$ cat src/rtl/alu_reservation_station.sv
`default_nettype none
// ============================================================================
// Module   : alu_reservation_station
// Purpose  : Integer ALU reservation station feeding the ROB submit path.
//            Holds renamed ALU instructions whose operands are either values
//            or pending ROB tags, resolves tags by snooping the CDB, and
//            dispatches the lowest-index ready entry each cycle through an
//            internal ALU. The result is presented on the submit_*_rs port.
// Ports    : clk_in/rst_in (async, active-low)/rdy_in (pause when low)
//            issue_*        - one instruction pushed per cycle when not full
//            cdb_*          - ROB broadcast used for tag resolution
//            predict_fail   - flush all entries
//            rs_full        - registered "all entries busy"
//            submit_*_rs    - dispatched tag/result and one-cycle valid pulse
// Revision : 1.0 - initial release
// ============================================================================
module alu_reservation_station #(
    parameter int RS_SIZE   = 8,
    parameter int RS_SIZE_W = 3
) (
    input  logic        clk_in,
    input  logic        rst_in,
    input  logic        rdy_in,
    input  logic        issue_valid,
    input  logic [3:0]  issue_op,
    input  logic [3:0]  issue_tag,
    input  logic [31:0] issue_vj,
    input  logic [3:0]  issue_qj,
    input  logic        issue_qj_busy,
    input  logic [31:0] issue_vk,
    input  logic [3:0]  issue_qk,
    input  logic        issue_qk_busy,
    input  logic [3:0]  cdb_tag,
    input  logic [31:0] cdb_val,
    input  logic        cdb_active,
    input  logic        predict_fail,
    output logic        rs_full,
    output logic [3:0]  submit_tag_rs,
    output logic [31:0] submit_val_rs,
    output logic        submit_valid_rs
);

    localparam logic [3:0] c_OP_ADD  = 4'd0;
    localparam logic [3:0] c_OP_SUB  = 4'd1;
    localparam logic [3:0] c_OP_AND  = 4'd2;
    localparam logic [3:0] c_OP_OR   = 4'd3;
    localparam logic [3:0] c_OP_XOR  = 4'd4;
    localparam logic [3:0] c_OP_SLL  = 4'd5;
    localparam logic [3:0] c_OP_SRL  = 4'd6;
    localparam logic [3:0] c_OP_SRA  = 4'd7;
    localparam logic [3:0] c_OP_SLT  = 4'd8;
    localparam logic [3:0] c_OP_SLTU = 4'd9;

    localparam logic [RS_SIZE_W:0] c_ONE        = {{RS_SIZE_W{1'b0}}, 1'b1};
    localparam logic [RS_SIZE_W:0] c_FULL_COUNT = (RS_SIZE_W+1)'(RS_SIZE);

    // Entry storage
    logic              r_busy    [RS_SIZE];
    logic [3:0]        r_op      [RS_SIZE];
    logic [3:0]        r_tag     [RS_SIZE];
    logic [31:0]       r_vj      [RS_SIZE];
    logic [3:0]        r_qj      [RS_SIZE];
    logic              r_qj_busy [RS_SIZE];
    logic [31:0]       r_vk      [RS_SIZE];
    logic [3:0]        r_qk      [RS_SIZE];
    logic              r_qk_busy [RS_SIZE];

    logic [RS_SIZE_W:0] r_count;
    logic               r_rs_full;
    logic [3:0]         r_submit_tag;
    logic [31:0]        r_submit_val;
    logic               r_submit_valid;

    logic                 w_free_found;
    logic [RS_SIZE_W-1:0] w_free_idx;
    logic                 w_rdy_found;
    logic [RS_SIZE_W-1:0] w_rdy_idx;
    logic                 w_accept;
    logic [RS_SIZE_W:0]   w_count_next;
    logic                 w_j_bypass;
    logic                 w_k_bypass;
    logic [31:0]          w_alu_result;

    function automatic logic [31:0] alu_calc(input logic [3:0] op,
                                             input logic [31:0] a,
                                             input logic [31:0] b);
        logic [31:0] res;
        res = 32'd0;
        case (op)
            c_OP_ADD:  res = a + b;
            c_OP_SUB:  res = a - b;
            c_OP_AND:  res = a & b;
            c_OP_OR:   res = a | b;
            c_OP_XOR:  res = a ^ b;
            c_OP_SLL:  res = a << b[4:0];
            c_OP_SRL:  res = a >> b[4:0];
            c_OP_SRA:  res = $unsigned($signed(a) >>> b[4:0]);
            c_OP_SLT:  res = {31'd0, ($signed(a) < $signed(b))};
            c_OP_SLTU: res = {31'd0, (a < b)};
            default:   res = 32'd0;
        endcase
        return res;
    endfunction

    // Lowest-index free and ready entries; the loops run high-to-low so the
    // last hit (lowest index) wins. Both use registered state only, so an
    // entry freed this edge is not reused until the next.
    always_comb begin
        w_free_found = 1'b0;
        w_free_idx   = '0;
        w_rdy_found  = 1'b0;
        w_rdy_idx    = '0;
        for (int i = RS_SIZE - 1; i >= 0; i--) begin
            if (!r_busy[i]) begin
                w_free_found = 1'b1;
                w_free_idx   = RS_SIZE_W'(i);
            end
            if (r_busy[i] && !r_qj_busy[i] && !r_qk_busy[i]) begin
                w_rdy_found = 1'b1;
                w_rdy_idx   = RS_SIZE_W'(i);
            end
        end
    end

    assign w_accept     = issue_valid && !r_rs_full && w_free_found;
    assign w_j_bypass   = issue_qj_busy && cdb_active && (cdb_tag == issue_qj);
    assign w_k_bypass   = issue_qk_busy && cdb_active && (cdb_tag == issue_qk);
    assign w_alu_result = alu_calc(r_op[w_rdy_idx], r_vj[w_rdy_idx], r_vk[w_rdy_idx]);

    always_comb begin
        w_count_next = r_count;
        if (w_accept && !w_rdy_found) begin
            w_count_next = r_count + c_ONE;
        end else if (!w_accept && w_rdy_found) begin
            w_count_next = r_count - c_ONE;
        end
    end

    always_ff @(posedge clk_in or negedge rst_in) begin
        if (!rst_in) begin
            for (int i = 0; i < RS_SIZE; i++) begin
                r_busy[i]    <= 1'b0;
                r_op[i]      <= 4'd0;
                r_tag[i]     <= 4'd0;
                r_vj[i]      <= 32'd0;
                r_qj[i]      <= 4'd0;
                r_qj_busy[i] <= 1'b0;
                r_vk[i]      <= 32'd0;
                r_qk[i]      <= 4'd0;
                r_qk_busy[i] <= 1'b0;
            end
            r_count        <= '0;
            r_rs_full      <= 1'b0;
            r_submit_tag   <= 4'd0;
            r_submit_val   <= 32'd0;
            r_submit_valid <= 1'b0;
        end else if (!rdy_in) begin
            // Pause: everything holds except the one-cycle submit pulse.
            r_submit_valid <= 1'b0;
        end else if (predict_fail) begin
            for (int i = 0; i < RS_SIZE; i++) begin
                r_busy[i] <= 1'b0;
            end
            r_count        <= '0;
            r_rs_full      <= 1'b0;
            r_submit_valid <= 1'b0;
        end else begin
            // Snoop: only pending operands of live entries may be captured.
            if (cdb_active) begin
                for (int i = 0; i < RS_SIZE; i++) begin
                    if (r_busy[i] && r_qj_busy[i] && (r_qj[i] == cdb_tag)) begin
                        r_vj[i]      <= cdb_val;
                        r_qj_busy[i] <= 1'b0;
                    end
                    if (r_busy[i] && r_qk_busy[i] && (r_qk[i] == cdb_tag)) begin
                        r_vk[i]      <= cdb_val;
                        r_qk_busy[i] <= 1'b0;
                    end
                end
            end

            // Dispatch; the freed entry never collides with the issue slot
            // because the issue slot was free in registered state.
            if (w_rdy_found) begin
                r_submit_tag      <= r_tag[w_rdy_idx];
                r_submit_val      <= w_alu_result;
                r_submit_valid    <= 1'b1;
                r_busy[w_rdy_idx] <= 1'b0;
            end else begin
                r_submit_valid <= 1'b0;
            end

            if (w_accept) begin
                r_busy[w_free_idx]    <= 1'b1;
                r_op[w_free_idx]      <= issue_op;
                r_tag[w_free_idx]     <= issue_tag;
                r_vj[w_free_idx]      <= w_j_bypass ? cdb_val : issue_vj;
                r_qj[w_free_idx]      <= issue_qj;
                r_qj_busy[w_free_idx] <= issue_qj_busy && !w_j_bypass;
                r_vk[w_free_idx]      <= w_k_bypass ? cdb_val : issue_vk;
                r_qk[w_free_idx]      <= issue_qk;
                r_qk_busy[w_free_idx] <= issue_qk_busy && !w_k_bypass;
            end

            r_count   <= w_count_next;
            r_rs_full <= (w_count_next == c_FULL_COUNT);
        end
    end

    assign rs_full         = r_rs_full;
    assign submit_tag_rs   = r_submit_tag;
    assign submit_val_rs   = r_submit_val;
    assign submit_valid_rs = r_submit_valid;

endmodule
`default_nettype wire

$ cat config.mk
export PLATFORM = sky130hd
export DESIGN_NAME = alu_reservation_station
export DESIGN_NICKNAME = d
export VERILOG_FILES = /design/src/rtl/alu_reservation_station.sv
export SDC_FILE = /design/constraint.sdc
export NUM_CORES = 2
export LEC_CHECK = 0
export CORE_UTILIZATION = 50
export CTS_CLUSTER_DIAMETER = 40
export CTS_CLUSTER_SIZE = 20
export DETAILED_ROUTE_END_ITERATION = 10
export PLACE_DENSITY = 0.77
export SYNTH_ARGS = -nofsm -noshare
export SYNTH_HDL_FRONTEND = slang
export SYNTH_SLANG_ARGS = --single-unit
$ cat constraint.sdc
create_clock -name clk_in -period 12.16 [get_ports clk_in]
set_clock_uncertainty 0.2 [all_clocks]
set_input_delay 3.648 -clock clk_in [delete_from_list [all_inputs] [get_ports clk_in]]
set_output_delay 3.648 -clock clk_in [all_outputs]
set_load 0.05 [all_outputs]
==> impl_metrics.yaml <==
detailed_routing:
  firstDrtPassIters: 9
  ant_nets: 0
  wl_per_cell_um: 30.0
  drt_drc_violations_left: 41
  routed_wirelength_um: 193000
  vias: 46500
  dr.first_iter.drc_count: 7999
  vias_per_cell: 7.21
timing:
  fin_crit_sh: 0.682
  hold_viol_final: 0
  fmax_mhz: 121
  grt_setup_unrepaired: "false"
  relSlewSlack: 0.0368
  hold_ws_ns: 0.280
  min_period_ns: 8.30
  finalMaxSlewViolations: 0
  finalSetupViolations: 0
  tightestPinTransition_ns: 1.41
  final.setup.tns_ns: 0
logic_synthesis:
  synth_area_um2: 44700
  ys_seq_elements: 706
  ys_warn_count: 0
  postSynthAreaPerCell_um2: 8.40
  netlist_top_cells_count: "706 x dfrtp_1, 687 x a21oi_1, 674 x nor2_1, 553 x o22ai_1, 343 x clkbuf_1"
  synth_edf_count: 0
  synthFlopType: "dfrtp_1"
  synth_nets: 5545
  yosysTopAreaCellShare: 0.395
  ys_types: 98
  synthTopCellsByArea: "dfrtp_1 40%, o22ai_1 7.7%, a21oi_1 7.7%"
  synth_cells: 5320
  synth_most_common_cell: "dfrtp_1"
  yosysSeqAreaShare: 0.395
  async_reset_ff_frac: 1.00
  synth_area_leader_cell: "dfrtp_1"
place:
  dp_cells: 6251
  io_buffers: 161
  dpl.hpwl_um: 123000
  finalWeightedCongestion: 1.07
floorplan:
  fp.coreArea_um2: 88500
  dieHeight_um: 301
  dieArea_um2: 90600
  start_util: 0.505
  pin_count: 162
  die_w_um: 301
  row_count: 109
status:
  status: "finished, violations left"
  violations: "DRC"
global_routing:
  grt_start_max_net_pins: 226
  overflow: 0
  antenna_found_initial: 9
  grt_pass1_vias: 44200
  grt_pass1_wl_um: 285000
  groute.usage.overall: 0.415
pwr:
  p_total_mw: 10.9
  p_per_area_nw_per_um2: 214
  irDropWorstVdd_mv: 0.141
  power_leakage_nw: 21.5
worst_setup_path:
  crit_path_max_fanout: 38
  r2r-start: "r_busy[4]$_DFFE_PN0P_"
  worst_setup_path_start_kind: "flop"
  crit_type: "reg2reg"
  rr_worst_depth: 23
  cp.required_ns: 12.48
  worstPathArrival_ns: 8.62
  crit_start: "r_busy[4]$_DFFE_PN0P_"
  r2r_setup_slack_ns: 3.86
  endpoint: "submit_val_rs[31]$_DFFE_PN0P_"
  worstReg2RegEnd: "submit_val_rs[31]$_DFFE_PN0P_"
  end_kind: "flop"
clocking:
  cts_buffers: 106
  htree_levels: 3
  path_clk_slew_ns: 0.06
  worstSkewPairLatency_ns: 0.73
  ctsRootBufferMaster: "clkbuf_16"
  cts_tree: "done"
  cts_resized: 0
  post-cts-setup-buffers: 0
  clockBufferDepth: 3
  clock_sinks: 706
  cts_hold_buffers: 0
job:
  cap_violations: 0
final_layout:
  nNetsFinal: 5419
  nFillCells: 7735
  drive_gt1_frac: 0.128
  syn_to_final_growth_pct: 13.7
  final_cells: 6453
  fin_util: 0.574
hold_path:
  hold_path_class: "reg2reg"
==> cells by family (layout without fill, tap and decap cells) <==
kind of cell,after synthesis,after routing,synth area share
other cells,0,1,0
buf+inv,676,643,0.0605
simple gates,1491,1491,0.151
compound gates,1947,1947,0.272
xor+xnor,102,102,0.0200
mux,297,297,0.0728
flops,706,706,0.395
fa+ha+maj,101,101,0.0286
==> how the worst min path moves through the flow <==
stage | start | to | slack [ns] | cells past startpoint
detailed placement | submit_tag_rs[1]$_DFFE_PN0P_ | submit_tag_rs[1]$_DFFE_PN0P_ | 0.28 | 2
CTS | submit_tag_rs[1]$_DFFE_PN0P_ | submit_tag_rs[1]$_DFFE_PN0P_ | 0.29 | 2
global placement | submit_tag_rs[2]$_DFFE_PN0P_ | submit_tag_rs[2]$_DFFE_PN0P_ | 0.27 | 2
global route | submit_tag_rs[1]$_DFFE_PN0P_ | submit_tag_rs[1]$_DFFE_PN0P_ | 0.31 | 2
finish | submit_tag_rs[1]$_DFFE_PN0P_ | submit_tag_rs[1]$_DFFE_PN0P_ | 0.28 | 2
floorplan | r_qk[10]$_DFFE_PN0P_ | r_qk[10]$_DFFE_PN0P_ | 0.27 | 2
==> area by class of cell <==
cell class | instances | area [um^2] | area share
multi-input cells | 3938 | 24700 | 0.486
flip-flops and latches | 706 | 17700 | 0.347
repair buffers | 317 | 2810 | 0.0553
clock buffers | 125 | 2800 | 0.0550
well taps | 1165 | 1460 | 0.0287
clock inverters | 76 | 946 | 0.0186
inverters | 125 | 469 | 0.00923
diodes | 1 | 2.50 | 0.0000492
==> through the flow <==
stage          worst slack [ns]  cell area (um^2)
2_1_floorplan              5.58             44700
3_3_place_gp               4.25             47100
3_5_place_dp               4.14             47100
4_1_cts                    4.14             50800
5_1_grt                    3.85             50800
6_report                   3.86             50800
==> cells in the final DEF, fill, tap and decap left out, types with 41 or more instances in the layout <==
cell	count
o22ai_1	553
or3_1	46
buf_4	154
clkbuf_16	107
o21ai_0	221
nand2_1	277
a211oi_1	51
clkdlybuf4s50_1	160
inv_1	122
xor2_1	58
mux2_2	200
nand3_1	196
mux2i_1	94
nor3_1	56
dfrtp_1	706
nand4_1	41
a21oi_1	670
a32oi_1	46
xnor2_1	44
ha_1	99
nor2_1	668
==> power breakdown <==
| part | internal, mW | switching [mW] | leakage [nW] |
|---|---|---|---|
| Combinational | 1.50 | 3.15 | 10.4 |
| Clock | 1.92 | 1.30 | 1.78 |
| Sequential | 2.75 | 0.253 | 9.31 |
| Total | 6.17 | 4.70 | 21.5 |
==> registers in the layout (all words and copies together) (netlist names), 32 cells and up <==
name	flops
r_op	32
r_qj	32
r_qk	32
r_tag	32
r_vj	256
r_vk	256
submit_val_rs	32
==> metal layers <==
layer | part of all wire | track usage | vias up | wire (um)
li1 | - | - | 19400 | -
met1 | 0.37 | 0.550 | 22300 | 71700
met2 | 0.40 | 0.573 | 4022 | 78100
met3 | 0.15 | 0.148 | 799 | 29400
met4 | 0.073 | 0.263 | 14 | 14200
met5 | 0.00056 | 0 | - | 109
==> worst max-delay path, cell delays in order (launching register included) <==
cell      delay [ns]
dfrtp_1         0.46
nor3b_2         0.19
buf_4           0.24
a211oi_2        0.45
o21ai_4         0.09
buf_4           0.27
nand2_4         0.50
buf_4           0.62
nand2_1         0.13
a32o_1          0.27
a211oi_1        0.84
inv_1           0.17
ha_1            0.28
a221o_1         0.36
or3b_2          0.47
o21ai_0         0.33
a21oi_1         0.17
a221oi_1        0.67
o31ai_1         0.27
a21boi_0        0.36
o21ai_0         0.17
xnor2_1         0.14
a22oi_1         0.20
a32oi_1         0.13
Power figures use the tool's default switching activity.
